===== src/rtl/smart_led_rgb_pwm_pkg.sv =====
// Shared types and constants for the smart-LED colour capture / PWM slice.
package smart_led_rgb_pwm_pkg;

  typedef enum logic [1:0] {
    IDLE    = 2'd0,
    RECEIVE = 2'd1,
    FORWARD = 2'd2
  } led_state_e;

  localparam int DEF_COLOR_BITS = 8;
  localparam int FRAME_BITS     = 3 * DEF_COLOR_BITS;

  // Channel slots inside a frame: G arrives first, so it sits at the top.
  localparam int CH_G = 2;
  localparam int CH_R = 1;
  localparam int CH_B = 0;

  function automatic int frame_bits(input int color_bits);
    return 3 * color_bits;
  endfunction

endpackage


===== src/rtl/smart_led_pwm_channel.sv =====
// One PWM lane: shadow duty reloaded only on counter wrap, registered compare.
// Optional square-law gamma on the shadow load when SMART_LED_GAMMA_EN is defined.
module smart_led_pwm_channel
  import smart_led_rgb_pwm_pkg::*;
#(
  parameter int COLOR_BITS = DEF_COLOR_BITS
) (
  input  logic                  clk,
  input  logic                  rst_n,
  input  logic [COLOR_BITS-1:0] count,
  input  logic                  wrap,
  input  logic [COLOR_BITS-1:0] color,
  output logic                  pwm
);

  logic [COLOR_BITS-1:0] duty;
  logic [COLOR_BITS-1:0] shadow;

`ifdef SMART_LED_GAMMA_EN
  logic [2*COLOR_BITS-1:0] color_ext;
  logic [2*COLOR_BITS-1:0] color_sq;
  assign color_ext = {{COLOR_BITS{1'b0}}, color};
  assign color_sq  = color_ext * color_ext;
  assign duty      = color_sq[2*COLOR_BITS-1:COLOR_BITS];
`else
  assign duty = color;
`endif

  // Reloading only at the wrap keeps every period glitch-free.
  always_ff @(posedge clk or negedge rst_n) begin
    if (!rst_n) begin
      shadow <= '0;
      pwm    <= 1'b0;
    end else begin
      if (wrap) shadow <= duty;
      pwm <= (count < shadow);
    end
  end

endmodule


===== src/rtl/smart_led_rgb_pwm.sv =====
// Smart-LED receive tail: captures the first G,R,B frame, forwards later bits
// down the chain and drives three PWM outputs. Gamma option: SMART_LED_GAMMA_EN.
module smart_led_rgb_pwm
  import smart_led_rgb_pwm_pkg::*;
#(
  parameter int COLOR_BITS = DEF_COLOR_BITS
) (
  input  logic                  clk,
  input  logic                  rst_n,
  input  logic                  in_clk,
  input  logic                  in_data,
  input  logic                  in_sync,
  output logic                  out_clk,
  output logic                  out_data,
  output logic                  frame_done,
  output logic [COLOR_BITS-1:0] color_g,
  output logic [COLOR_BITS-1:0] color_r,
  output logic [COLOR_BITS-1:0] color_b,
  output logic                  pwm_g,
  output logic                  pwm_r,
  output logic                  pwm_b
);

  localparam int FB = frame_bits(COLOR_BITS);
  localparam int CW = $clog2(FB + 1);

  led_state_e                   state, state_nxt;
  logic [FB-1:0]                shift;
  logic [CW-1:0]                bit_cnt;
  logic                         strobe_rx, last_bit, latch_pend;
  logic [2:0][COLOR_BITS-1:0]   color;
  logic [COLOR_BITS-1:0]        pwm_cnt;
  logic                         pwm_wrap;
  logic [2:0]                   pwm;

  assign strobe_rx = (state == RECEIVE) && in_clk;
  assign last_bit  = strobe_rx && (bit_cnt == CW'(FB - 1));

  always_comb begin
    state_nxt = state;
    case (state)
      IDLE:    if (in_sync) state_nxt = RECEIVE;
      RECEIVE: begin
        // A final strobe coinciding with sync drop still completes the frame.
        if (last_bit)      state_nxt = in_sync ? FORWARD : IDLE;
        else if (!in_sync) state_nxt = IDLE;
      end
      FORWARD: if (!in_sync) state_nxt = IDLE;
      default: state_nxt = IDLE;
    endcase
  end

  always_ff @(posedge clk or negedge rst_n) begin
    if (!rst_n) state <= IDLE;
    else        state <= state_nxt;
  end

  always_ff @(posedge clk or negedge rst_n) begin
    if (!rst_n) begin
      shift   <= '0;
      bit_cnt <= '0;
    end else if (state == IDLE) begin
      bit_cnt <= '0;
    end else if (strobe_rx) begin
      shift   <= {shift[FB-2:0], in_data};
      bit_cnt <= bit_cnt + 1'b1;
    end
  end

  // The packed colour array has the same G,R,B layout as the shift register.
  always_ff @(posedge clk or negedge rst_n) begin
    if (!rst_n) begin
      latch_pend <= 1'b0;
      frame_done <= 1'b0;
      color      <= '0;
    end else begin
      latch_pend <= last_bit;
      frame_done <= latch_pend;
      if (latch_pend) color <= shift;
    end
  end

  always_ff @(posedge clk or negedge rst_n) begin
    if (!rst_n) begin
      out_clk  <= 1'b0;
      out_data <= 1'b0;
    end else begin
      out_clk <= (state == FORWARD) && in_clk;
      if ((state == FORWARD) && in_clk) out_data <= in_data;
    end
  end

  always_ff @(posedge clk or negedge rst_n) begin
    if (!rst_n) pwm_cnt <= '0;
    else        pwm_cnt <= pwm_cnt + 1'b1;
  end

  assign pwm_wrap = &pwm_cnt;

  for (genvar i = 0; i < 3; i++) begin : g_ch
    smart_led_pwm_channel #(.COLOR_BITS(COLOR_BITS)) u_ch (
      .clk   (clk),
      .rst_n (rst_n),
      .count (pwm_cnt),
      .wrap  (pwm_wrap),
      .color (color[i]),
      .pwm   (pwm[i])
    );
  end

  assign color_g = color[CH_G];
  assign color_r = color[CH_R];
  assign color_b = color[CH_B];
  assign pwm_g   = pwm[CH_G];
  assign pwm_r   = pwm[CH_R];
  assign pwm_b   = pwm[CH_B];

endmodule


===== config.mk =====
export PLATFORM = sky130hd
export DESIGN_NAME = smart_led_rgb_pwm
export DESIGN_NICKNAME = d
export VERILOG_FILES = /design/src/rtl/smart_led_rgb_pwm_pkg.sv /design/src/rtl/smart_led_pwm_channel.sv /design/src/rtl/smart_led_rgb_pwm.sv
export SDC_FILE = /design/constraint.sdc
export NUM_CORES = 1
export LEC_CHECK = 0
export CORE_MARGIN = 2
export CORE_UTILIZATION = 57
export DETAILED_ROUTE_END_ITERATION = 10
export PLACE_DENSITY = 0.79
export SLEW_MARGIN = 10
export SYNTH_ARGS = -nofsm -noshare
export SYNTH_HDL_FRONTEND = slang
export SYNTH_SLANG_ARGS = --single-unit

===== constraint.sdc =====
create_clock -name clk -period 2.13 [get_ports clk]
set_input_delay 0.3195 -clock clk [delete_from_list [all_inputs] [get_ports clk]]
set_output_delay 0.3195 -clock clk [all_outputs]
set_load 0.1 [all_outputs]

[After elaboration in Yosys (flattened, before gate mapping)]
Cells that the tools add are included.
Storage, ports and cells
  input port bits: 5
  word-level logic and storage cells: 41
  register bits after elaboration: 94
Cells by class
  muxes and demuxes: 7
  bitwise operators: 1
  reductions and logical operators: 7
  equal/unequal tests: 4
  add/subtract/negate cells: 2
  order comparisons: 3
Operator list (number)
  $lt 8x8->1: 3
  $mux 5: 2
  $add 8x1->8 const B: 1
  $mux 2: 4
  $reduce_and 8->1: 1
  $pmux 2 s3: 1
  $add 5x1->5 const B: 1
  $eq 5x5->1 const B: 1
  $logic_and 1x1->1: 3
  $eq 2x1->1 const B: 1
  $eq 2x2->1 const B: 1
  $logic_not 2->1: 1
  $ne 2x2->1 const B: 1
  $reduce_and 2->1: 1
  $reduce_bool 2->1: 1
  $not 1->1: 1

[Logic depth before layout (Yosys ltp)]
Gate-level depths: netlist of the first run.
  depth in word-level cells: 5
  gate-level depth with buffers: 5

[Cells and area by module]
From an unflattened synthesis of the first run, not the netlist that was laid out.
Second synthesis, totals
  cells, all modules: 364
  area, all modules: 4008.8 sq um
Modules (own cells, without submodules)
  smart_led_rgb_pwm: cells each 214, times used 1, area an instance 2571.2 sq um
  smart_led_pwm_channel: cells each 50, times used 3, area an instance 479.2 sq um

[Worst setup path after synthesis of the first run]
Ideal clock, no wire load.
  kind: register to register
  start: register pwm_cnt[1]
  end: register g_ch[0].u_ch.shadow[0]
  buffers on the path: 1
  arrival time: 1464 ps
  period minus slack after synthesis: 1590 ps
  slack: 540 ps
  cell stages (with the launch flop): 6
  required time: 2004 ps
  cell sequence: dfrtp_1 ha_1 nand4_1 nor2_4 buf_6 mux2_2
Between the ends
  longest elaborated chain between the ends: 1
Ends and longest elaborated chain
  start, declared: line smart_led_rgb_pwm.sv:32  | logic [COLOR_BITS-1:0] pwm_cnt;
  start signal, assigned: line smart_led_rgb_pwm.sv:95  | else pwm_cnt <= pwm_cnt + 1'b1;
  $reduce_and 8->1: line smart_led_rgb_pwm.sv:98  | assign pwm_wrap = &pwm_cnt;
  end signal, assigned: line smart_led_pwm_channel.sv:35  | if (wrap) shadow <= duty;
  end, declared: line smart_led_pwm_channel.sv:17  | logic [COLOR_BITS-1:0] shadow;
No other way between the ends.
A chain may end at the register's enable or synchronous reset.

[Final worst setup path of the first run]
  start: register pwm_cnt[1]
  end: register g_ch[1].u_ch.shadow[3]
Between the ends
  longest elaborated chain between the ends: 1
Ends and longest elaborated chain (line)
  $reduce_and 8->1: smart_led_rgb_pwm.sv:98
  end signal, assigned: smart_led_pwm_channel.sv:35
  end, declared: smart_led_pwm_channel.sv:17
No other way between the ends.

==> reports/qor.txt, run 1 <==
run status - finished clean
Final Setup Violations - 0
Tmin final - 1.78 ns
Post-DRT Antenna Nets - 0
fmax - 563 MHz
FFs w/ async S/R, synth - 100%
CTS buffer count - 9
Power Density - 673 nW/µm²
vias in the first global route - 2595
Yosys top cell by area - dfrtp_1
max capacitance violation total - 0
later-pin clock latency in the skew report - 0.35 ns
crit path buf inv count - 1
post-CTS setup buffers - 0
r2r setup slk - 0.35 ns
GRT Util Overall - 21.0%
static leakage - 2.40 nW
Avg Cell Area, Syn - 11.8 µm²
Reg2Reg Depth - 5
Yosys warnings - 0
relative slew slack - 63.5%
Initial Utilization - 59.3%
ys flop type - dfrtp_1
H-tree levels - 3
Ant. Diodes - 0
initial antenna violation count - 0
CP Class - register to register
Pre-antenna DRT Iters - 4
top cells by area, synth - dfrtp_1 58%, mux2_2 14%, nand2_1 7.1%
Remaining Overflow, GRT - 0
DR WL/cell - 14.8 µm
largest net degree at the start of global routing - 44
Mapped Area - 4070 µm²
Post-synth EDFFs - 0
most frequent cell after synthesis - dfrtp_1
maximum VDD drop - 0.396 mV
cts-stage hold buffer count - 1
sequential area share after synthesis - 57.8%
WP depth - 5
layout cells sized above 1 - 27.4%
Die X - 88.5 µm
routability-driven placement congestion ratio - 0.752
Final Cycle Share - 83.4%
Unique masters post-synth - 36
Clock Sinks - 94
1st-iter DRT viols - 146
cts repair resizes - 0
Worst setup EP type - register
final wirelength - 7270 µm
Synth Instances - 345
post-synth top area share - 57.8%
area grow syn2layout - 14.2%
post-DR vias/cell - 5.31
Data required, critical path - 2.37 ns
drt drc - 0
fill count - 543
worst slew pin tran - 0.548 ns
IO Count - 35
Port Buffers - 34
Slew Limit Fails - 0
RSZ-0062 raised after global routing - no
CP Launch Type - register
routed vias - 2600
root buffer cell - clkbuf_8
syn nets - 373
TNS Setup - 0 ns
Hold Vio Cnt, Final - 0
# rows - 30
CP top delay family - flip-flops
Die ar. - 7840 µm²
CP max FO - 14
slowest CP cell - dfrtp_1
Finished Core Util - 67.7%
Setup Skew - 0.00965 ns
Die Ht - 88.5 µm
CP cell instances - ha_1 -> nand4_1 -> nor2_4 -> buf_4 -> mux2_2
first-pass GRT wire length - 12400 µm
nets - 417
Crit path largest cell delay - 0.48 ns
hpwl dp - 5220 µm
core area - 6870 µm²
min-delay worst type - input port to asynchronous set/reset pin
TritonCTS clock tree - done
CP arrival - 2.02 ns
Synth Register Bits - 94
CTS Buffer Depth - 2
Commonest cells post-synth - 94 x dfrtp_1, 77 x nand2_1, 49 x mux2_2
clk slew on worst S/H paths - 0.09 ns
[registers in the layout, indices dropped and copies added, names as in the netlist]
signal            cells
g_ch.u_ch.shadow     24
shift                24
out_data              1
color_g               8
pwm_cnt               8
bit_cnt               5
color_r               8
latch_pend            1
state                 2
frame_done            1
color_b               8
g_ch.u_ch.pwm         3
out_clk               1
[cells in the final DEF, fill, tap and decap left out, types with 2 or more instances in the layout]
| master | synthesis | final |
|---|---|---|
| dfrtp_1 | 94 | 94 |
| nand2_1 | 77 | 77 |
| mux2_2 | 49 | 49 |
| buf_4 | 0 | 38 |
| inv_1 | 23 | 23 |
| ha_1 | 23 | 23 |
| nand3_1 | 11 | 11 |
| a21oi_1 | 9 | 9 |
| clkbuf_8 | 0 | 9 |
| nor2_1 | 5 | 5 |
| xnor2_1 | 4 | 4 |
| nor2b_1 | 4 | 4 |
| clkinvlp_4 | 0 | 4 |
| o21ai_0 | 3 | 3 |
| a21o_1 | 3 | 3 |
| nor3b_1 | 3 | 3 |
| clkdlybuf4s50_1 | 0 | 3 |
| and3b_1 | 2 | 2 |
| and3_1 | 2 | 2 |
| nand4_1 | 2 | 2 |
| xor2_1 | 2 | 2 |
| o211ai_1 | 2 | 2 |
| a31oi_1 | 2 | 2 |
| o21a_1 | 2 | 2 |
| clkinv_2 | 0 | 2 |
[power by group]
group | internal [mW] | switching, mW
sequential | 1.86 | 0.0681
clock | 0.423 | 0.624
combinational | 0.0604 | 0.0955
total | 2.34 | 0.788
[through the flow]
step                      setup slack [ns]  cells  total power [mW]  hold WS, ns  instance area (µm²)
after floorplan                      0.540    345              2.03       0.0239                 4070
after global placement               0.470    473              2.11        0.335                 4470
after detailed placement             0.373    473              2.12        0.340                 4470
after CTS                            0.353    490              3.16        0.491                 4650
after global routing                 0.259    490              3.26        0.517                 4650
final                                0.353    490              3.13        0.492                 4650
[kinds of logic after synthesis]
group / count (synthesis) / synth area share (%)
AND/OR/NAND/NOR: 114 / 12.6
flip-flops: 94 / 57.8
multiplexers: 49 / 13.5
buffers and inverters: 33 / 3.59
AO/OA/AOI/OAI: 26 / 4.12
adder cells (fa/ha/maj): 23 / 7.07
XOR/XNOR: 6 / 1.29
[worst paths after layout]
check,startpoint,end
hold reg to reg,shift[23],shift[23]
min in group clk,shift[23],shift[23]
setup reg to reg,pwm_cnt[1],g_ch[1].u_ch.shadow[3]
setup / recovery,pwm_cnt[1],g_ch[1].u_ch.shadow[3]
max in group asynchronous,rst_n,pwm_cnt[6]
hold / removal,rst_n,g_ch[0].u_ch.shadow[5]
[metal layers]
| layer | vias to the layer above | wire, µm | GRT usage [%] |
|---|---|---|---|
| met4 | 0 | 119 | 8.68 |
| met3 | 8 | 195 | 3.45 |
| met2 | 45 | 3410 | 32.0 |
| met5 | - | 0 | 0 |
| li1 | 1248 | - | - |
| met1 | 1299 | 3550 | 30.4 |
[layout make-up]
class                           count  area, µm²  share of cell area (%)
Clock buffer                        9        124                    2.66
Clock inverter                      7       48.8                    1.05
Timing Repair Buffer               43        345                    7.43
Tap cell                           96        120                    2.58
Inverter                           23       86.3                    1.86
Sequential cell                    94       2350                    50.6
Multi-Input combinational cell    218       1570                    33.8
Note: power is estimated with default switching activity, not from simulation.
==> run 2: changes to the inputs <==
- clock period: 2.13 -> 1.85 ns (I/O delays scaled with it)
==> reports/qor.txt, run 2 (synthesis results as in run 1) <==
run status - finished clean
Remaining Overflow, GRT - 0 (unchanged)
biggest regs - g_ch.u_ch.shadow x24, shift x24
routed vias - 2644 (+1.7%)
1st-iter DRT viols - 144 (-1.4%)
final wirelength - 7630 µm (+4.9%)
Die X - 88.5 µm (unchanged)
Clock Sinks - 94 (unchanged)
fmax - 601 MHz (+6.8%)
post-DR vias/cell - 5.30 (-0.14%)
Hold Vio Cnt, Final - 0 (unchanged)
Post-DRT Antenna Nets - 0 (unchanged)
TNS Setup - 0 ns (unchanged)
Tmin final - 1.66 ns (-0.114 ns)
Slew Limit Fails - 0 (unchanged)
Worst setup EP type - register
leading cell types in the layout, fill and taps excluded - 94 x dfrtp_1, 77 x nand2_1, 49 x mux2_2
fill count - 522 (-3.9%)
relative slew slack - 67.8% (+4.3 points)
Worst R2R Start - pwm_cnt[1]
# rows - 30 (unchanged)
Port Buffers - 34 (unchanged)
Die ar. - 7840 µm² (unchanged)
clock share of power - 34.2% (+0.7 points)
CTS Buffer Depth - 2 (unchanged)
static leakage - 2.46 nW (+2.4%)
GRT Util Overall - 22.2% (+1.1 points)
DR WL/cell - 15.3 µm (+3.0%)
cts-stage hold buffer count - 1 (unchanged)
maximum VDD drop - 0.532 mV (+34%)
max capacitance violation total - 0 (unchanged)
CP arrival - 1.91 ns (-0.11 ns)
drt drc - 0 (unchanged)
Pre-antenna DRT Iters - 4 (unchanged)
largest net degree at the start of global routing - 37 (-16%)
Final Setup Violations - 0 (unchanged)
post-place instance area - 4560 µm² (+2.1%)
hpwl dp - 5570 µm (+6.7%)
post-CTS setup buffers - 0 (unchanged)
Critical Path Start - pwm_cnt[1]
later-pin clock latency in the skew report - 0.35 ns (about the same)
clk slew on worst S/H paths - 0.09 ns (about the same)
Worst setup endpoint - g_ch[0].u_ch.shadow[7]
Flop pwr share - 60.7% (-0.9 points)
core area - 6870 µm² (unchanged)
Ant. Diodes - 0 (unchanged)
Die Ht - 88.5 µm (unchanged)
layout cells sized above 1 - 29.0% (+1.6 points)
TritonCTS clock tree - done
worst slew pin tran - 0.484 ns (-0.0639 ns)
CP Class - register to register
CTS buffer count - 9 (unchanged)
Final Cycle Share - 89.9% (+6.5 points)
IO Count - 35 (unchanged)
commonest non-fill, non-tap cell in the layout - dfrtp_1
Data required, critical path - 2.09 ns (-0.28 ns)
RSZ-0062 raised after global routing - no
root buffer cell - clkbuf_8
RR Endpoint - g_ch[0].u_ch.shadow[7]
r2r setup slk - 0.19 ns (-0.17 ns)
nets - 426 (+2.2%)
first-pass GRT wire length - 13000 µm (+4.7%)
Gate power share - 5.2% (+0.2 points)
Design Area, Final - 4750 µm² (+2.2%)
Power Density - 771 nW/µm² (+15%)
vias in the first global route - 2692 (+3.7%)
area grow syn2layout - 16.7%
CP Launch Type - register
Initial Utilization - 59.3% (unchanged)
P_sw - 0.920 mW (+17%)
min-delay worst type - input port to asynchronous set/reset pin
initial antenna violation count - 0 (unchanged)
Switching Share - 25.1% (-0.073 points)
routability-driven placement congestion ratio - 0.788 (+4.8%)
H-tree levels - 3 (unchanged)
cts repair resizes - 0 (unchanged)
Setup Skew - 0.00814 ns (-0.00151 ns)
P_int - 2.75 mW (+17%)
CP max FO - 7 (-7)
Reg2Reg Depth - 5 (unchanged)
## run 2: changes by cell type in the layout (fill, tap and decap cells not counted)
cell / delta
clkbuf_8: +1
clkinv_2: -1
buf_12: +2
buf_4: +7
inv_6: +1
clkinvlp_4: -1
## run 2: power by group through the flow
stage	Combinational, mW	Clock [mW]	Sequential (mW)
finish	0.190	1.25	2.22
global route	0.219	1.38	2.24
CTS	0.194	1.29	2.22
detailed placement	0.191	0	2.26
global placement	0.180	0	2.26
floorplan	0.104	0	2.24
## run 2: cell type report
cell class                      instances  area [µm²]  share of cell area, %
Sequential cell                        94        2350                   49.5
Clock buffer                           10         138                   2.90
Tap cell                               96         120                   2.53
Timing Repair Buffer                   52         438                   9.21
Inverter                               23        86.3                   1.82
Multi-Input combinational cell        218        1570                   33.1
Clock inverter                          6        45.0                  0.948
## run 2: how the worst min path moves through the flow
stage | to | slack, ns | cells after the start | from
floorplan | bit_cnt[0] | -0.02 | 0 | rst_n
global placement | color_b[5] | 0.26 | 1 | rst_n
detailed placement | color_b[5] | 0.26 | 1 | rst_n
CTS | color_b[5] | 0.42 | 2 | rst_n
global route | color_b[6] | 0.46 | 2 | rst_n
finish | color_b[5] | 0.42 | 2 | rst_n
## run 2: metal layers
layer  track usage, %  share of wire [%]
met1             29.8                 46
met2             36.3                 49
met3             4.10                2.7
met5                0                  0
met4             8.26                1.5
## run 2: critical path, cell delays in order (launching register included)
cell	delay, ns
dfrtp_1	0.37
ha_1	0.22
nand4_1	0.16
nor2_4	0.26
buf_4	0.20
mux2_2	0.34
## run 2: stage by stage
stage / setup slack (ns) / util [%] / hold WS (ns) / power (mW) / cells
floorplan: 0.260 / - / -0.0181 / 2.34 / 345
global placement: 0.245 / 66.4 / 0.258 / 2.44 / 482
detailed placement: 0.195 / 66.4 / 0.265 / 2.45 / 482
CTS: 0.172 / 69.2 / 0.424 / 3.70 / 499
global route: 0.0871 / 69.2 / 0.461 / 3.83 / 499
finish: 0.186 / 69.2 / 0.420 / 3.67 / 499
==> run 3: changes to the inputs <==
- CORE_UTILIZATION: 57 -> 60
- PLACE_DENSITY: 0.79 -> 0.82
- clock period: 1.85 -> 2 ns (I/O delays scaled with it)
==> reports/qor.txt, run 3 (synthesis results as in run 1) <==
nets - 417 (-2.1%)
max capacitance violation total - 0 (unchanged)
TritonCTS clock tree - done
Die ar. - 7460 µm² (-4.8%)
run status - finished clean
leading cell types in the layout, fill and taps excluded - 94 x dfrtp_1, 77 x nand2_1, 49 x mux2_2
Initial Utilization - 61.0% (+1.7 points)
drt drc - 0 (unchanged)
top routing layer used - met4
Slew Limit Fails - 0 (unchanged)
CTS Buffer Depth - 2 (unchanged)
initial antenna violation count - 0 (unchanged)
Power Density - 752 nW/µm² (-2.6%)
CP Launch Type - register
hpwl dp - 5240 µm (-5.8%)
Reg2Reg Depth - 5 (unchanged)
PnR worst setup slack - 0.237 ns (+0.0505 ns)
Pre-antenna DRT Iters - 4 (unchanged)
post-DR vias/cell - 5.45 (+2.9%)
Worst setup EP type - register
routability-driven placement congestion ratio - 0.806 (+2.3%)
area grow syn2layout - 14.5%
GRT Util Overall - 21.5% (-0.65 points)
Final Setup Violations - 0 (unchanged)
vias in the first global route - 2595 (-3.6%)
clk slew on worst S/H paths - 0.09 ns (about the same)
Die Ht - 86.4 µm (-2.4%)
Design Area, Final - 4660 µm² (-1.9%)
1st-iter DRT viols - 102 (-29%)
met2 routed WL - 3570 µm (-5.3%)
Clock Sinks - 94 (unchanged)
Post-DRT Antenna Nets - 0 (unchanged)
layout cells sized above 1 - 27.4% (-1.6 points)
largest net degree at the start of global routing - 36 (-2.7%)
RR Endpoint - g_ch[2].u_ch.shadow[7]
r2r setup slk - 0.24 ns (+0.05 ns)
Finished Core Util - 69.8% (+0.60 points)
biggest regs - g_ch.u_ch.shadow x24, shift x24
DP Worst Slack - 0.274 ns (+0.0792 ns)
DR WL/cell - 15.3 µm (about the same)
IO Count - 35 (unchanged)
final wirelength - 7250 µm (-5.0%)
commonest non-fill, non-tap cell in the layout - dfrtp_1
fmax - 567 MHz (-5.6%)
maximum VDD drop - 0.485 mV (-8.9%)
core area - 6680 µm² (-2.7%)
met3 WL - 258 µm (+26%)
# rows - 30 (unchanged)
relative slew slack - 71.3% (+3.5 points)
Die X - 86.4 µm (-2.4%)
CTS buffer count - 9 (unchanged)
M1 WL - 3280 µm (-7.3%)
Remaining Overflow, GRT - 0 (unchanged)
Data required, critical path - 2.24 ns (+0.15 ns)
Ant. Diodes - 0 (unchanged)
RSZ-0062 raised after global routing - no
CP Class - register to register
H-tree levels - 3 (unchanged)
static leakage - 2.43 nW (-1.4%)
Port Buffers - 34 (unchanged)
worst slew pin tran - 0.431 ns (-0.0531 ns)
first-pass GRT wire length - 12300 µm (-5.2%)
Pwr Total - 3.51 mW (-4.4%)
CP arrival - 2.01 ns (+0.10 ns)
Worst R2R Start - pwm_cnt[0]
root buffer cell - clkbuf_8
Tmin final - 1.76 ns (+0.0995 ns)
later-pin clock latency in the skew report - 0.36 ns (about the same)
TNS Setup - 0 ns (unchanged)
CP max FO - 13 (+6)
Hold Vio Cnt, Final - 0 (unchanged)
routed vias - 2585 (-2.2%)
min-delay worst type - input port to asynchronous set/reset pin
Final Cycle Share - 88.2% (-1.8 points)
post-place instance area - 4450 µm² (-2.5%)
Setup Skew - 0.0102 ns (+0.00207 ns)
run 3: cell type report:
| type | instances | area (µm²) |
|---|---|---|
| tap | 80 | 100 |
| multi-input combinational | 218 | 1570 |
| clock buffer | 10 | 138 |
| clock inverter | 6 | 67.6 |
| sequential | 94 | 2350 |
| fill | 508 | 2020 |
| inverter | 23 | 86.3 |
| timing repair buffer | 43 | 345 |
run 3: report_power, final:
group	internal [mW]	switching (mW)
logic	0.0639	0.105
clock network	0.619	0.663
registers	1.98	0.0736
run 3: worst max-delay path, stage by stage (launching register included):
cell	delay, ns
dfrtp_1	0.50
ha_1	0.28
nand4_1	0.17
nor2_4	0.13
buf_4	0.22
mux2_2	0.36
run 3: metrics by stage:
step                hold slack, ns  std cells
floorplan                  0.00441        345
global placement             0.265        457
detailed placement           0.268        457
CTS                          0.423        474
global route                 0.459        474
finish                       0.429        474
run 3: metal layers:
layer	vias up	GRT usage, %
met5	-	0
met4	0	8.38
met3	13	3.52
met2	49	35.3
met1	1270	29.0
li1	1253	-
run 3: how the worst max path moves through the flow:
stage          startpoint                      to  cells after the start
4_1_cts        pwm_cnt[0]  g_ch[2].u_ch.shadow[7]                      5
3_5_place_dp   pwm_cnt[0]  g_ch[2].u_ch.shadow[7]                      5
3_3_place_gp   pwm_cnt[0]  g_ch[2].u_ch.shadow[5]                      5
6_report       pwm_cnt[0]  g_ch[2].u_ch.shadow[7]                      5
2_1_floorplan  pwm_cnt[1]  g_ch[0].u_ch.shadow[0]                      5
5_1_grt        pwm_cnt[0]  g_ch[2].u_ch.shadow[7]                      5
run 3: what timing repair did:
action | 4_1_cts | 5_1_grt
hold endpoints to repair | 31 | 0
buffers inserted | 0 | 0
resized for setup | 0 | 0
hold buffers | 1 | 0
